<file path="config.mk">
export PLATFORM = sky130hd
export DESIGN_NAME = aes_key_expand_seq_flat
export DESIGN_NICKNAME = d
export VERILOG_FILES = /design/src/rtl/aes_key_expand_seq_if.sv /design/src/rtl/aes_key_expand_seq.sv /design/src/flat_wrapper.sv
export SDC_FILE = /design/constraint.sdc
export NUM_CORES = 2
export LEC_CHECK = 0
export BUFFER_PORTS_ARGS = -buffer_cell sky130_fd_sc_hd__buf_2
export CAP_MARGIN = 20
export CORE_AREA = 2 2 601 603
export DETAILED_ROUTE_END_ITERATION = 16
export DIE_AREA = 0 0 603 605
export PLACE_DENSITY = 0.47
export SYNTH_ARGS = -nofsm -noshare
export SYNTH_HDL_FRONTEND = slang
export SYNTH_SLANG_ARGS = --single-unit
</file>
<file path="constraint.sdc">
create_clock -name clk -period 8.78 [get_ports clk]
set_input_delay 0.439 -clock clk [delete_from_list [all_inputs] [get_ports clk]]
set_output_delay 0.439 -clock clk [all_outputs]
set_load 0.02 [all_outputs]
</file>
<file path="src/rtl/aes_key_expand_seq_if.sv">
// Handshake and key bus between an AES key-schedule requester and aes_key_expand_seq.
// The cache_hit signal exists only when AES_KEYEXP_CACHE_EN is defined.
interface aes_key_expand_seq_if;
  logic          start;
  logic [127:0]  key;
  logic          busy;
  logic          done;
  logic          key_valid;
  logic [1407:0] expanded_key;
`ifdef AES_KEYEXP_CACHE_EN
  logic          cache_hit;
`endif

  modport master (
    output start,
    output key,
    input  busy,
    input  done,
    input  key_valid,
`ifdef AES_KEYEXP_CACHE_EN
    input  cache_hit,
`endif
    input  expanded_key
  );

  modport slave (
    input  start,
    input  key,
    output busy,
    output done,
    output key_valid,
`ifdef AES_KEYEXP_CACHE_EN
    output cache_hit,
`endif
    output expanded_key
  );
endinterface

</file>
<file path="src/rtl/aes_key_expand_seq.sv">
// Sequential AES-128 key schedule producing RKPC round keys per clock into a packed 11-key bus.
// Defining AES_KEYEXP_CACHE_EN skips re-expansion when the same key is requested again.
module aes_key_expand_seq #(
  parameter int RKPC = 1
) (
  input  logic                clk,
  input  logic                rst,
  aes_key_expand_seq_if.slave kx
);

  if (!(RKPC == 1 || RKPC == 2 || RKPC == 5)) begin : g_bad_rkpc
    $error("aes_key_expand_seq: RKPC must be 1, 2 or 5");
  end

  localparam logic [3:0] RKPC_W   = 4'(RKPC);
  localparam logic [3:0] LAST_RND = 4'(11 - RKPC);

  localparam logic [0:255][7:0] SBOX = {
    128'h637c777bf26b6fc53001672bfed7ab76, 128'hca82c97dfa5947f0add4a2af9ca472c0,
    128'hb7fd9326363ff7cc34a5e5f171d83115, 128'h04c723c31896059a071280e2eb27b275,
    128'h09832c1a1b6e5aa0523bd6b329e32f84, 128'h53d100ed20fcb15b6acbbe394a4c58cf,
    128'hd0efaafb434d338545f9027f503c9fa8, 128'h51a3408f929d38f5bcb6da2110fff3d2,
    128'hcd0c13ec5f974417c4a77e3d645d1973, 128'h60814fdc222a908846eeb814de5e0bdb,
    128'he0323a0a4906245cc2d3ac629195e479, 128'he7c8376d8dd54ea96c56f4ea657aae08,
    128'hba78252e1ca6b4c6e8dd741f4bbd8b8a, 128'h703eb5664803f60e613557b986c11d9e,
    128'he1f8981169d98e949b1e87e9ce5528df, 128'h8ca1890dbfe6426841992d0fb054bb16
  };

  typedef enum logic {IDLE, EXPAND} state_t;

  function automatic logic [7:0] sbox(input logic [7:0] b);
    return SBOX[b];
  endfunction

  function automatic logic [7:0] xtime(input logic [7:0] b);
    return {b[6:0], 1'b0} ^ (b[7] ? 8'h1b : 8'h00);
  endfunction

  function automatic logic [31:0] sub_word(input logic [31:0] w);
    return {sbox(w[31:24]), sbox(w[23:16]), sbox(w[15:8]), sbox(w[7:0])};
  endfunction

  function automatic logic [127:0] next_round_key(input logic [127:0] rk, input logic [7:0] rc);
    logic [31:0] t, n0, n1, n2, n3;
    t  = sub_word({rk[23:0], rk[31:24]}) ^ {rc, 24'h0};
    n0 = rk[127:96] ^ t;
    n1 = rk[95:64]  ^ n0;
    n2 = rk[63:32]  ^ n1;
    n3 = rk[31:0]   ^ n2;
    return {n0, n1, n2, n3};
  endfunction

  state_t                 state;
  logic                   busy_q;
  logic                   done_q;
  logic                   key_valid_q;
  logic [1407:0]          ek_q;
  logic [127:0]           work_q;
  logic [3:0]             rnd_q;
  logic [7:0]             rcon_q;
  logic [RKPC-1:0][127:0] rk_next;
  logic [7:0]             rcon_next;
  logic                   hit_now;

`ifdef AES_KEYEXP_CACHE_EN
  logic [127:0] last_key_q;
  logic         last_ok_q;
  logic         cache_hit_q;

  assign hit_now      = last_ok_q && (kx.key == last_key_q);
  assign kx.cache_hit = cache_hit_q;
`else
  assign hit_now = 1'b0;
`endif

  // Chain RKPC rounds from the working register within one cycle.
  always_comb begin
    logic [127:0] rk_w;
    logic [7:0]   rc_w;
    rk_next = '0;
    rk_w    = work_q;
    rc_w    = rcon_q;
    for (int i = 0; i < RKPC; i++) begin
      rk_w       = next_round_key(rk_w, rc_w);
      rk_next[i] = rk_w;
      rc_w       = xtime(rc_w);
    end
    rcon_next = rc_w;
  end

  always_ff @(posedge clk) begin
    if (rst) begin
      state       <= IDLE;
      busy_q      <= 1'b0;
      done_q      <= 1'b0;
      key_valid_q <= 1'b0;
      ek_q        <= '0;
      rnd_q       <= 4'd0;
      rcon_q      <= 8'h01;
`ifdef AES_KEYEXP_CACHE_EN
      last_key_q  <= '0;
      last_ok_q   <= 1'b0;
      cache_hit_q <= 1'b0;
`endif
    end else begin
      done_q <= 1'b0;
`ifdef AES_KEYEXP_CACHE_EN
      cache_hit_q <= 1'b0;
`endif
      case (state)
        IDLE: begin
          if (kx.start && hit_now) begin
            // Schedule for this key is already on the bus; just acknowledge.
            done_q <= 1'b1;
`ifdef AES_KEYEXP_CACHE_EN
            cache_hit_q <= 1'b1;
`endif
          end else if (kx.start) begin
            ek_q[127:0] <= kx.key;
            work_q      <= kx.key;
            key_valid_q <= 1'b0;
            rnd_q       <= 4'd1;
            rcon_q      <= 8'h01;
            busy_q      <= 1'b1;
            state       <= EXPAND;
          end
        end
        EXPAND: begin
          for (int i = 0; i < RKPC; i++) begin
            ek_q[128*(int'(rnd_q) + i) +: 128] <= rk_next[i];
          end
          work_q <= rk_next[RKPC-1];
          rcon_q <= rcon_next;
          rnd_q  <= rnd_q + RKPC_W;
          if (rnd_q == LAST_RND) begin
            state       <= IDLE;
            busy_q      <= 1'b0;
            done_q      <= 1'b1;
            key_valid_q <= 1'b1;
`ifdef AES_KEYEXP_CACHE_EN
            last_key_q  <= ek_q[127:0];
            last_ok_q   <= 1'b1;
`endif
          end
        end
        default: state <= IDLE;
      endcase
    end
  end

  assign kx.busy         = busy_q;
  assign kx.done         = done_q;
  assign kx.key_valid    = key_valid_q;
  assign kx.expanded_key = ek_q;

endmodule

</file>
<file path="src/flat_wrapper.sv">
// flat-port wrapper written by rule: the top's interface ports become plain ports
module aes_key_expand_seq_flat 
#(
  parameter int RKPC = 1
)
  (clk, rst, kx_start, kx_key, kx_busy, kx_done, kx_key_valid, kx_expanded_key);
  aes_key_expand_seq_if kx_i ();
  input  logic clk;
  input  logic rst;
  input wire logic [$bits(kx_i.start)-1:0] kx_start;
  input wire logic [$bits(kx_i.key)-1:0] kx_key;
  output wire logic [$bits(kx_i.busy)-1:0] kx_busy;
  output wire logic [$bits(kx_i.done)-1:0] kx_done;
  output wire logic [$bits(kx_i.key_valid)-1:0] kx_key_valid;
  output wire logic [$bits(kx_i.expanded_key)-1:0] kx_expanded_key;
  assign kx_i.start = kx_start;
  assign kx_i.key = kx_key;
  assign kx_busy = kx_i.busy;
  assign kx_done = kx_i.done;
  assign kx_key_valid = kx_i.key_valid;
  assign kx_expanded_key = kx_i.expanded_key;
  aes_key_expand_seq #(.RKPC(RKPC)) u_core (.clk(clk), .rst(rst), .kx(kx_i));
endmodule
</file>
Yosys cells after proc, flatten, opt, wreduce, memory -nomap -nowiden:

Memories as Yosys holds them, arrays and structs flattened.
Index checks and enable logic that the tools add are counted.

* register bits: 1552
* ROM bits: 8192
* logic and storage cells: 66
* memories: 4

Memories
* (name not given): words 256, bits a word 8, rd ports 1, clocked after memory_dff 0, wr ports 0, RTL line aes_key_expand_seq.sv:32 `return SBOX[b];`
* (name not given): words 256, bits a word 8, rd ports 1, clocked after memory_dff 0, wr ports 0, RTL line aes_key_expand_seq.sv:32
* (name not given): words 256, bits a word 8, rd ports 1, clocked after memory_dff 0, wr ports 0, RTL line aes_key_expand_seq.sv:32
* (name not given): words 256, bits a word 8, rd ports 1, clocked after memory_dff 0, wr ports 0, RTL line aes_key_expand_seq.sv:32

* add/subtract/negate cells: 2
* order comparisons: 4
* eq/ne operators: 3
* shift operators: 2
* multiplexer cells: 28
* bitwise logic cells: 12
* reductions and logical operators: 2

Operators by type and width (count)
* bitwise mux 1408 bit: 1
* variable shift 128 x 33 -> 1408 bit, first input constant: 1
* variable part select 128 x 33 -> 1408 bit: 1
* case mux 128 bit (2 select lines): 2
* bitwise XOR 32 bit: 5
* two-way mux 128 bit: 1
* two-way mux 8 bit: 9
* greater-or-equal comparator 9 bit, second input constant: 4
* NOT 8 -> 9 bit: 4
* negation 11 -> 33 bit: 1
* case mux 8 bit (2 select lines): 1
* case mux 1 bit (2 select lines): 4
* case mux 4 bit (2 select lines): 1
* bitwise XOR 8 bit: 1
* two-way mux 1 bit: 7
* two-way mux 5 bit: 1
* adder 4 x 1 -> 4 bit, second input constant: 1
* equality test 4 bit, second input constant: 1
* two-way mux 4 bit: 1
* inequality test 2 bit, second input constant: 2
* AND reduction 2 bit: 2
* NOT 1 bit: 2

Depth between registers and ports, before layout:

* depth in word-level cells: 12
* depth in mapped cells: 17
* depth with buffers taken out: 11

Worst setup path before layout:

OpenSTA, ideal clock, no wires.

* path kind: register -> register
* start: reg u_core.state
* end: reg u_core.work_q[0], enable pin
* arrival: 6.365 ns
* setup slack: 1.798 ns
* stages on the path, launching flop included: 5
* clock period less this slack: 6.982 ns
* path through: dfxtp_1 -> clkbuf_1 -> clkbuf_1 -> nor2_1 -> nor2_1

* longest elaborated chain between the ends: 3

RTL lines
* start: declaration: RTL line aes_key_expand_seq.sv:53 `state_t state;`
* start signal: assignment: RTL line aes_key_expand_seq.sv:93 `state <= IDLE;`
* start signal: assignment: RTL line aes_key_expand_seq.sv:125 `state <= EXPAND;`
* start signal: assignment: RTL line aes_key_expand_seq.sv:136 `state <= IDLE;`
* NOT 1 bit: RTL line aes_key_expand_seq.sv:110 `case (state)`
* inequality test 2 bit (no source line)
* AND reduction 2 bit (no source line)
* end signal: assignment: RTL line aes_key_expand_seq.sv:120 `work_q <= kx.key;`
* end signal: assignment: RTL line aes_key_expand_seq.sv:132 `work_q <= rk_next[RKPC-1];`
* end: declaration: RTL line aes_key_expand_seq.sv:58 `logic [127:0] work_q;`

No other way between the ends.
A chain may end at the register's enable or synchronous reset.

Worst setup path after layout:

* start: reg u_core.work_q[0]
* end: reg u_core.ek_q[781], in the netlist u_core.kx.expanded_key[781]

* longest elaborated chain between the ends: 11

RTL lines
* NOT 8 -> 9 bit (implied by the code): RTL line aes_key_expand_seq.sv:32
* memory (256 x 8 bit)
* two-way mux 8 bit (implied by the code) (2 in a row): RTL line aes_key_expand_seq.sv:32
* bitwise XOR 32 bit: RTL line aes_key_expand_seq.sv:45 `t = sub_word({rk[23:0], rk[31:24]}) ^ {rc, 24'h0};`
* bitwise XOR 32 bit: RTL line aes_key_expand_seq.sv:46 `n0 = rk[127:96] ^ t;`
* bitwise XOR 32 bit: RTL line aes_key_expand_seq.sv:47 `n1 = rk[95:64] ^ n0;`
* bitwise XOR 32 bit: RTL line aes_key_expand_seq.sv:48 `n2 = rk[63:32] ^ n1;`
* bitwise XOR 32 bit: RTL line aes_key_expand_seq.sv:49 `n3 = rk[31:0] ^ n2;`
* variable part select 128 x 33 -> 1408 bit *: RTL line aes_key_expand_seq.sv:130 `ek_q[128*(int'(rnd_q) + i) +: 128] <= rk_next[i];`
* bitwise mux 1408 bit *: RTL line aes_key_expand_seq.sv:130
* end signal: indexed assignment: RTL line aes_key_expand_seq.sv:130
* end: declaration: RTL line aes_key_expand_seq.sv:57 `logic [1407:0] ek_q;`

Mark *: on every way between the ends. The rest lies on a longest branch, timed or not. The select of a mux whose other input is x is not followed.

==> impl_results.md <==
- Sw frac: 0.432
- Maxcap violations: 0
- CTS tree: done
- Fin nets: 9649
- Die ar.: 0.365 mm2
- Number of H-tree levels: 4
- Drt pass-1 iters: 6
- Yosys top cell by area: dfxtp_1
- Mapped Nets: approximately 8500
- Worst-path clk slew: 60 ps
- Hold Crit Class: in -> reg
- Arrival time worst endpoint: around 7000 ps
- Sequential Power Share: 0.299
- Total CTS buffers: between 150 and 200
- Slowest library cell on the worst path: xnor2_4
- Pleak: between 30 and 40 nW
- Pwr Total: 24.9 mW
- Gr usage total: 0.231
- Sw Pwr: around 11 mW
- Most common cell in the netlist: dfxtp_1
- Total wire length: between 400000 and 500000 um
- Flops & latches, synth: 1552
- Dpl cell area: 0.0837 mm2
- Initial Utilization: 0.196
- Logic pwr share: 0.367
- I/O pin count: about 1500
- Via count: 70230
- Largest cells by area after synthesis: dfxtp_1 41%, a211oi_1 6.6%, nand2_1 6.0%, nor2_1 5.8%, edfxtp_1 5.5%
- CP startpoint kind: flop
- CTS root buf: clkbuf_16
- Final worst slack: 2700 ps
- CP peak stage delay: 890 ps
- DRC viols: 0
- Clock Tree Buf Depth: 4
- Fin Setup TNS: 0 ps
- Final Instance Area: between 0.09 and 0.1 mm2
- # port buffers: between 1500 and 2000
- PwrDens: 272 mW/mm2
- Outcome: finished, final reports clean
- Synth top area share: 0.405
- CP max FO: 37
- Seq/Total Area, Yosys: 0.460
- Internal power: 14.1 mW
- Routed wire per std cell: 30.7 um
- Initial DRC Count: 7931
- CP Data Required Time: 9500 ps
- Ys async rst share: 0
- Yosys warnings: 0
- Total congestion overflow: 0
- Global-route wire length before repair: 586000 um
- Most used DFF post-synth: dfxtp_1
- Pre-CTS WS: 2610 ps
- Netlist Area Pre-Place: 0.0703 mm2
- Fin crit period: slightly above 6000 ps
- CP endpoint kind: flop
- Initial antenna violation count: 57
- Largest net degree at the start of global routing: 177
- Commonest cells post-synth: 1424 x dfxtp_1, 1119 x nand2_1, 1092 x nor2_1
- Clk network pwr share: 0.334
- Critical Setup Path Class: reg -> reg
- Worst-Margin Slew: 1210 ps
- Multi-input gate area: ~0.035 mm2
- Die Height: just over 600 um
- ANT nets after route: 0
- Clock Skew: between 70 and 80 ps
- Filler cell count: 39133
- Peak supply drop: ~0.20 mV
- Fin util: 0.255
- Hold Vio Cnt, Final: 0
- Area of the core: 0.358 mm2
- Rel. slew slack: 0.184
- Std cell rows: 220
- Vias in the first global route: 64515
- Worst-skew pair later-pin latency: 910 ps
- Clock sinks: 1552
- Vias per cell: around 4.9
- Max Slew Vio Count: 0
- Syn avg cell area: roughly 8.5 um2
- Post-synth cell types: 92
- Post-synth EDFFs: around 130
- Final setup viols: 0
- RSZ-0062 raised after global routing: no
- Ratio of cells with drive above 1 in the final layout: 0.258
- Syn Inst Count: 8266
- Critical Path, Cell by Cell: buf_4, inv_1, ha_1, nor2b_1, inv_1, mux4_2, mux4_2, mux2i_1, xnor3_2, xnor2_4, xnor2_2, buf_4, a211oi_2
- P&R area growth vs syn: 29.9%
- Chip Width: 603 um
- Setup bufs post-CTS: 0
- Post-DP HPWL: 315000 um
- Final period util: 0.693
- GPL Wtd Cong: 0.953
- Register Area: between 0.03 and 0.04 mm2
- Achievable Freq: 164 MHz
## layout by cell type, fill, tap and decap left out, drive strengths merged, types with 22 or more instances in the layout
cell	netlist	layout
buf	248	1792
dfxtp	1424	1424
nand2	1119	1119
nor2	1092	1092
a21oi	660	660
a211oi	637	637
o21ai	392	392
clkbuf	661	268
nor3	179	179
nand3b	148	148
xnor2	133	133
edfxtp	128	128
nand2b	118	118
dlygate4sd3	0	116
nor2b	92	92
mux4	87	87
nand3	86	86
a22oi	80	80
inv	60	75
ha	60	60
mux2	59	59
a31oi	58	58
clkinv	5	55
xor2	53	53
o22ai	52	52
mux2i	44	44
a311oi	38	38
o211ai	36	36
a221oi	32	32
and2	30	30
and3	29	29
or2	29	29
o311ai	27	27
or3	25	25
diode	0	22
a21o	22	22
a2111oi	22	22
## metrics by stage
stage	instances	hold WS (ps)
2_1_floorplan	8266	490
3_3_place_gp	13921	431
3_5_place_dp	13921	438
4_1_cts	14387	17.2
5_1_grt	14396	17.0
6_report	14410	82.1
## power groups by stage
stage | combinational, mW | sequential [mW] | clock, mW
after CTS | 9.28 | 7.44 | 8.46
after floorplan | 3.44 | 7.62 | 0
after detailed placement | 9.20 | 7.59 | 0
final | 9.13 | 7.44 | 8.29
after global routing | 9.36 | 7.45 | 8.71
after global placement | 9.25 | 7.59 | 0
## cells by family (layout without fill, tap and decap cells)
family | Yosys count | in the layout | synth area share
fa+ha+maj | 60 | 60 | 0.0107
mux | 190 | 190 | 0.0436
xor+xnor | 197 | 197 | 0.0287
other cells | 0 | 22 | 0
flops | 1552 | 1552 | 0.460
buf+inv | 974 | 2323 | 0.0570
simple gates | 3009 | 3009 | 0.188
compound gates | 2284 | 2284 | 0.212
## final timing paths
check	startpoint	endpoint	cells past startpoint	slack, ps
worst min register to register	u_core.kx.expanded_key[626]	u_core.kx.expanded_key[626]	2	450
worst max-delay path	u_core.work_q[0]	u_core.kx.expanded_key[781]	13	2700
worst min-delay path	kx_key[117]	u_core.kx.expanded_key[117]	3	80
worst max register to register	u_core.work_q[0]	u_core.kx.expanded_key[781]	13	2700
## state kept, by name (all words and copies together) (netlist names)
name	count
u_core.kx.done	1
u_core.kx.expanded_key	1408
u_core.kx.busy	1
u_core.work_q	128
u_core.state	1
u_core.rnd_q	4
u_core.rcon_q	8
u_core.kx.key_valid	1
## critical path: cells and delay by family (launching register included)
kind / cells / cell delay (ps)
AND/OR/NAND/NOR: 1 / 520
XOR/XNOR: 3 / 1750
adder cells (fa/ha/maj): 1 / 770
buffers and inverters: 4 / 1040
flip-flops: 1 / 310
multiplexers: 3 / 1360
AO/OA/AOI/OAI: 1 / 100
## layout make-up
| cell class | instances | share of cell area |
|---|---|---|
| Inverter | 65 | 0.00270 |
| Multi-Input combinational cell | 5740 | 0.386 |
| Clock buffer | 268 | 0.0604 |
| Sequential cell | 1552 | 0.354 |
| Tap cell | 4773 | 0.0654 |
| Clock inverter | 82 | 0.0102 |
| Antenna cell | 22 | 0.000602 |
| Timing Repair Buffer | 1908 | 0.120 |
## layer usage
layer / vias to the layer above / global-route usage / share of wire
li1: 31439 / - / -
met5: - / 0 / 0.000029
met4: 2 / 0.147 / 0.073
met3: 768 / 0.0504 / 0.079
met1: 34420 / 0.275 / 0.38
met2: 3601 / 0.375 / 0.46
## what timing repair did
item | CTS | global route
resized for setup | 0 | 0
endpoints found under the hold margin | 209 | 0
hold buffers | 116 | 0
Note: power is estimated with default switching activity, not from simulation.
